## src/rtl/pad_report_sched.sv

```systemverilog
// Gamepad report sequencer: owns the UART transmitter, sends periodic 6-byte
// report packets and answers single-byte host commands (report now, ping).
module pad_report_sched #(
   parameter logic [23:0] REPORT_PERIOD = 24'd500000,
   parameter logic [7:0]  SYNC_BYTE     = 8'hA5,
   parameter logic [7:0]  PING_REPLY    = 8'h5A,
   parameter logic [7:0]  CMD_REPORT    = 8'h01,
   parameter logic [7:0]  CMD_PING      = 8'h02
) (
   input  logic        iCLK,
   input  logic        iRESET,
   input  logic        iENABLE,
   input  logic [15:0] iBUTTONS,
   input  logic [7:0]  iAXIS_X,
   input  logic [7:0]  iAXIS_Y,
   input  logic        iREC_END,
   input  logic [7:0]  iRX_BYTE,
   input  logic        iREC_ER,
   input  logic        iTRAN_BUSY,
   output logic        oTRAN_ST,
   output logic [7:0]  oTX_BYTE,
   output logic        oPKT_BUSY,
   output logic [7:0]  oPKT_CNT,
   output logic [7:0]  oERR_CNT
);

   typedef enum logic [2:0] {IDLE, LOAD, STROBE, WAIT_ACK, WAIT_DONE} state_t;

   state_t      state_q;
   logic [23:0] periodCnt_q, periodCnt_d;
   logic        tick;
   logic        rptPend_q, pingPend_q;
   logic        cmdValid, rptSet, pingSet, errInc;
   logic [7:0]  errCnt_q, errCnt_d;
   logic [7:0]  pktCnt_q;
   logic [7:0]  txByte_q;
   logic        tranSt_q;
   logic [7:0]  pktBuf_q [6];
   logic [2:0]  len_q, idx_q, idxNext;
   logic        isRpt_q;
   logic [1:0]  ackCnt_q;
   logic        grantPing, grantRpt;

   always_comb begin
      tick        = 1'b0;
      periodCnt_d = periodCnt_q;
      if (!iENABLE) begin
         periodCnt_d = '0;
      end else if (periodCnt_q == REPORT_PERIOD - 24'd1) begin
         periodCnt_d = '0;
         tick        = 1'b1;
      end else begin
         periodCnt_d = periodCnt_q + 24'd1;
      end
   end

   // A framing error takes precedence over whatever byte arrived with it.
   always_comb begin
      cmdValid = iREC_END && !iREC_ER;
      rptSet   = tick || (cmdValid && iRX_BYTE == CMD_REPORT);
      pingSet  = cmdValid && iRX_BYTE == CMD_PING;
      errInc   = iREC_ER ||
                 (cmdValid && iRX_BYTE != CMD_REPORT && iRX_BYTE != CMD_PING);
      errCnt_d = (errInc && errCnt_q != 8'hFF) ? errCnt_q + 8'd1 : errCnt_q;
   end

   assign grantPing = (state_q == IDLE) && pingPend_q;
   assign grantRpt  = (state_q == IDLE) && !pingPend_q && rptPend_q;
   assign idxNext   = idx_q + 3'd1;

   always_ff @(posedge iCLK) begin
      if (!iRESET) begin
         state_q     <= IDLE;
         periodCnt_q <= '0;
         rptPend_q   <= 1'b0;
         pingPend_q  <= 1'b0;
         errCnt_q    <= '0;
         pktCnt_q    <= '0;
         txByte_q    <= '0;
         tranSt_q    <= 1'b0;
         len_q       <= '0;
         idx_q       <= '0;
         isRpt_q     <= 1'b0;
         ackCnt_q    <= '0;
         for (int i = 0; i < 6; i++) pktBuf_q[i] <= '0;
      end else begin
         periodCnt_q <= periodCnt_d;
         errCnt_q    <= errCnt_d;
         // A request landing in the grant cycle survives and is serviced again.
         rptPend_q   <= rptSet || (rptPend_q && !grantRpt);
         pingPend_q  <= pingSet || (pingPend_q && !grantPing);
         tranSt_q    <= 1'b0;
         case (state_q)
            IDLE: begin
               if (grantPing) begin
                  isRpt_q <= 1'b0;
                  state_q <= LOAD;
               end else if (grantRpt) begin
                  isRpt_q <= 1'b1;
                  state_q <= LOAD;
               end
            end
            LOAD: begin
               idx_q <= '0;
               if (isRpt_q) begin
                  pktBuf_q[0] <= SYNC_BYTE;
                  pktBuf_q[1] <= iBUTTONS[7:0];
                  pktBuf_q[2] <= iBUTTONS[15:8];
                  pktBuf_q[3] <= iAXIS_X;
                  pktBuf_q[4] <= iAXIS_Y;
                  pktBuf_q[5] <= iBUTTONS[7:0] ^ iBUTTONS[15:8] ^ iAXIS_X ^ iAXIS_Y;
                  len_q       <= 3'd6;
               end else begin
                  pktBuf_q[0] <= PING_REPLY;
                  len_q       <= 3'd1;
               end
               state_q <= STROBE;
            end
            STROBE: begin
               if (!iTRAN_BUSY) begin
                  txByte_q <= pktBuf_q[idx_q];
                  tranSt_q <= 1'b1;
                  ackCnt_q <= '0;
                  state_q  <= WAIT_ACK;
               end
            end
            // No busy within four cycles means the strobe was missed; resend it.
            WAIT_ACK: begin
               if (iTRAN_BUSY) begin
                  state_q <= WAIT_DONE;
               end else if (ackCnt_q == 2'd3) begin
                  state_q <= STROBE;
               end else begin
                  ackCnt_q <= ackCnt_q + 2'd1;
               end
            end
            WAIT_DONE: begin
               if (!iTRAN_BUSY) begin
                  idx_q <= idxNext;
                  if (idxNext == len_q) begin
                     state_q <= IDLE;
                     if (isRpt_q) pktCnt_q <= pktCnt_q + 8'd1;
                  end else begin
                     state_q <= STROBE;
                  end
               end
            end
            default: state_q <= IDLE;
         endcase
      end
   end

   assign oTRAN_ST  = tranSt_q;
   assign oTX_BYTE  = txByte_q;
   assign oPKT_BUSY = (state_q != IDLE);
   assign oPKT_CNT  = pktCnt_q;
   assign oERR_CNT  = errCnt_q;

endmodule

```

## config.mk

```make
export PLATFORM = sky130hd
export DESIGN_NAME = pad_report_sched
export DESIGN_NICKNAME = d
export VERILOG_FILES = /design/src/rtl/pad_report_sched.sv
export SDC_FILE = /design/constraint.sdc
export NUM_CORES = 1
export LEC_CHECK = 0
export BUFFER_PORTS_ARGS = -buffer_cell sky130_fd_sc_hd__clkbuf_2
export CORE_MARGIN = 2
export CORE_UTILIZATION = 25
export DETAILED_ROUTE_END_ITERATION = 10
export PLACE_DENSITY = 0.45
export SYNTH_ARGS = -nofsm -noshare
export SYNTH_HDL_FRONTEND = slang
export SYNTH_SLANG_ARGS = --single-unit
```

## constraint.sdc

```tcl
create_clock -name iCLK -period 2.9 [get_ports iCLK]
set_input_delay 0.435 -clock iCLK [delete_from_list [all_inputs] [get_ports iCLK]]
set_output_delay 0.435 -clock iCLK [all_outputs]
set_load 0.02 [all_outputs]
```

# After elaboration in Yosys (flattened, before gate mapping)
# Memory sizes are Yosys's and may differ from the RTL's. A register that Yosys moved wholly into a read port is not among the register bits.
# Cells that the tools add are included.
dict set report classes {
  n_mux 36
  n_reduce_logical 33
  eq_ne 18
  addsub 5
  bitwise_logic 13
}
# operator count
set op_table {}
lappend op_table {{$mux 8} 7}
lappend op_table {{$add 24x1->24 const B} 1}
lappend op_table {{$eq 24x19->1 const B} 1}
lappend op_table {{$mux 3} 8}
lappend op_table {{$xor 8x8->8} 3}
lappend op_table {{$add 8x1->8 const B} 2}
lappend op_table {{$pmux 3 s5} 1}
lappend op_table {{$mux 1} 14}
lappend op_table {{$reduce_and 4->1} 3}
lappend op_table {{$logic_and 1x1->1} 11}
lappend op_table {{$eq 8x1->1 const B} 1}
lappend op_table {{$eq 8x2->1 const B} 1}
lappend op_table {{$mux 2} 4}
lappend op_table {{$ne 2x2->1 const B} 4}
lappend op_table {{$ne 8x1->1 const B} 1}
lappend op_table {{$ne 8x2->1 const B} 1}
lappend op_table {{$ne 8x8->1 const B} 1}
lappend op_table {{$reduce_and 2->1} 4}
lappend op_table {{$or 1x1->1} 7}
lappend op_table {{$eq 3x2->1 const B} 2}
lappend op_table {{$ne 3x3->1 const B} 2}
lappend op_table {{$pmux 3 s2} 1}
lappend op_table {{$reduce_bool 2->1} 3}
lappend op_table {{$logic_not 1->1} 5}
lappend op_table {{12 further kinds} 17}
dict set report totals {
  output_inout_bits 26
  n_memories 1
  ff_bits 55
  mem_bits_rw 48
  in_bits 46
}
# name words word_bits read_ports rd_clocked_by_memory_dff wr line
set memory_table {}
lappend memory_table {pktBuf_q 6 8 1 1 6 38} ;# logic [7:0] pktBuf_q [6];

# Longest topological paths before layout
dict set report depth {
  word_depth 6
  ltp_mapped 7
  depth_no_buf 6
}

# Worst setup path before layout
# Ideal clock, no wire load.
dict set report synth_timing {
  path_type {register to register}
  startpoint {reg state_q[0]}
  endpoint {mem pktBuf_q[1][0] (enable)}
  period_less_slack_ps 2103
  setup_ps 399
  path_stages_with_launch 5
  slack_ps 797
  arrival_ps 1705
  path_buffers 0
  path_cell_list {dfxtp_1 > nor2b_1 > and2b_1 > nand2_1 > nand2_1}
}
# element line
set synth_rtl {}
lappend synth_rtl {{start: declaration} 29} ;# state_t state_q;
lappend synth_rtl {{start signal: assignment} 73} ;# state_q <= IDLE;
lappend synth_rtl {{start signal: assignment} 97} ;# state_q <= LOAD;
lappend synth_rtl {{start signal: assignment} 100} ;# state_q <= LOAD;
lappend synth_rtl {{end: declaration} 38}

==> reports/metrics.csv <==
metric,value,unit
Comb power frac,5.8,%
unrepaired setup endpoints after global routing,no,
CP Data Arrival Time,2270,ps
clock-pin slew on the worst setup and hold paths,70,ps
std cell rows,51,
number of nets in the layout,598,
Post-Route WL,10.6,mm
kind of critical path,register to register,
switching share of power,22.9,%
CTS Sinks,104,
Die ar.,20900,um2
Synth Area in Compound Gates,5.35,%
Clock Power Share,39.9,%
number of routed nets with antenna violations,0,
Port Buffer Count,71,
startpoint types,register,
Crit path required time,3120,ps
outcome,finished clean,
post-placement cell count,801,
H-tree depth,3,
via count,3564,
largest net degree at the start of global routing,41,
Iter 0 DRT Violations,140,
"Slew Viols, Final",0,
crit end category,register,
initial core utilization,25.4,%
worst-path maximum fanout,33,
detailed-route wire length per cell,13.0,um
register bit count reported by yosys,104,
Die X,144,um
DRC errors left,0,
synth unique cells,51,
Finished Layout Cells,817,
top_reg_cell synth,dfxtp_1,
final hold vios,0,
Final HPWL DP,7.57,mm
Max clock buf depth,2,
crit path time final,2050,ps
max frequency,488,MHz
LEAKAGE,2.20,nW
mux share of post-synthesis cell area,6.69,%
Sequential Power Share,54.3,%
crit share post-route,70.7,%
syn nets,529,
Area Growth Syn to Fin,18.9,%
drt pass-1 iters,4,
antenna violations before repair,0,
Post-CTS Setup Inserts,0,
post-cts hold buffer count,0,
"Avg Cell Area, Syn",10.3,um2
Final Skew,10.5,ps
vias in the first global route,3429,
gr usage total,10.6,%
Synth Instances,478,
Synth async-reset ratio,0,%
Post-Synth Adder-Cell Area,1.27,%
die height,144,um
Fin Setup TNS,0,ps
utilization after layout,30.2,%
Placer Congestion,0.727,
VDD IR max,0.000225,V
largest family of logic cells by synthesized area,simple AND/OR/NAND/NOR gates,
crit-path cells,nor2b_1 -> and2b_1 -> nand3_2 -> inv_1 -> buf_4 -> and2_1,
TritonCTS Buffers,9,
Power Internal,2.21,mW
ratio of cells with drive above 1 in the final layout,20.1,%
simple-gate share of the synthesized area,23.7,%
TritonCTS clock tree,yes,
sequential share of the synthesized area,50.7,%
XOR/XNOR share of the synthesized area,9.76,%
CP Buf/Inv Count,2,
Top Ports,72,
antenna cell count,0,
Worst-Margin Slew,742,ps
area of the core,19400,um2
Psw,657,uW
HP Class,primary input to register,
Root Buffer,clkbuf_16,
Top Family by Delay on Critical Path,simple AND/OR/NAND/NOR gates,
GRT overflow,0,
PostCTS Resize Cnt,0,
vias per cell,4.36,
Slew HR,50.3,%
warning count from the yosys run,0,
Mapped Area,4930,um2
Skew-Pair Late Insertion Delay,350,ps
CP max-delay cell,dfxtp_1,
first-pass GRT wire length,17.2,mm
max-capacitance violation count,0,
endpoints failing setup,0,
number of synthesized flops with an enable pin,42,
"slowest stage delay, CP",590,ps
Pwr Density,488,nW/um2
-- layer usage --
| layer | vias to the layer above | global-route usage (%) | part of all wire (%) |
|---|---|---|---|
| met2 | 60 | 17.5 | 47 |
| li1 | 1812 | - | - |
| met4 | 0 | 3.37 | 1.1 |
| met3 | 10 | 2.55 | 4.5 |
| met5 | - | 0 | 0 |
| met1 | 1682 | 13.8 | 47 |
-- cells in the final DEF, fill, tap and decap left out, types with 4 or more instances in the layout --
master     netlist  routed
nand3_1         21      21
nor2b_1          5       5
xor2_1          19      19
nor2_1          57      57
ha_1             5       5
mux4_2           8       8
inv_1            7       7
clkbuf_2         0      71
nor4_1           4       4
nand4_1          9       9
a21oi_1          6       6
nand2b_1         6       6
dfxtp_1         62      62
nor3_1          12      12
and2_1          33      33
and4_1           6       6
clkbuf_16        0       9
and3_1           8       8
buf_4            1       6
xnor2_1         36      36
edfxtp_1        42      42
nand2_1         43      42
mux2i_1         15      15
o21ai_0         20      20
-- flip-flops by register name, indices dropped and copies added, names as in the netlist, 2 cells and up --
name,flops
state_q,3
oTX_BYTE,8
idx_q,3
oPKT_CNT,8
ackCnt_q,2
periodCnt_q,24
pktBuf_q,42
len_q,2
oERR_CNT,8
-- metrics by stage --
step           setup WS [ps]  total power [mW]  instance area [um2]  hold WS (ps)
3_3_place_gp             878              1.76                 5590           462
6_report                 849              2.86                 5870           392
4_1_cts                  824              2.91                 5870           380
5_1_grt                  630              2.98                 5870           386
2_1_floorplan            797              1.68                 4930           442
3_5_place_dp             857              1.76                 5590           463
-- path summary, 6_finish.rpt --
kind / startpoint / to / slack, ps / cells past startpoint
setup / recovery: state_q[0] / pktBuf_q[1][3] / 850 / 6
hold / removal: iAXIS_X[2] / pktBuf_q[3][2] / 390 / 2
setup reg to reg: state_q[0] / pktBuf_q[1][3] / 850 / 6
hold reg to reg: periodCnt_q[0] / periodCnt_q[0] / 470 / 1
-- power groups by stage --
| stage | clock [mW] | sequential [mW] | combinational, mW |
|---|---|---|---|
| 2_1_floorplan | 0 | 1.59 | 0.0945 |
| 6_report | 1.14 | 1.55 | 0.167 |
| 3_5_place_dp | 0 | 1.59 | 0.171 |
| 5_1_grt | 1.24 | 1.56 | 0.187 |
| 4_1_cts | 1.18 | 1.55 | 0.171 |
| 3_3_place_gp | 0 | 1.59 | 0.171 |
-- final cells by class --
class,instances,area (um2)
clock inverters,6,43.8
repair buffers,78,420
inverters,7,26.3
well taps,265,332
clock buffers,10,229
multi-input cells,347,2310
fillers,2103,13500
flip-flops and latches,104,2500
-- cell usage after synthesis (all sizes together), types with 3 or more instances --
cell type	instances	area, um2
a211oi	3	22.5
a21oi	6	30.0
and2	33	206
and3	8	50.1
and4	6	52.6
buf	11	62.6
clkbuf	9	33.8
dfxtp	62	1240
edfxtp	42	1260
ha	5	62.6
inv	7	26.3
mux2i	15	150
mux4	8	180
nand2	43	161
nand2b	6	37.5
nand3	22	115
nand4	10	68.8
nor2	57	214
nor2b	6	45.0
nor3	13	70.1
nor4	4	25.0
nor4b	4	56.3
o21ai	21	109
o21bai	3	22.5
xnor2	36	315
xor2	19	166
-- cell families (layout without fill, tap and decap cells) --
group                    after synthesis  count (layout)
AO/OA/AOI/OAI                         44              44
XOR/XNOR                              55              55
adder cells (fa/ha/maj)                5               5
buffers and inverters                 27             101
flip-flops                           104             104
multiplexers                          23              23
AND/OR/NAND/NOR                      220             220
Note: power is estimated with default switching activity, not from simulation.
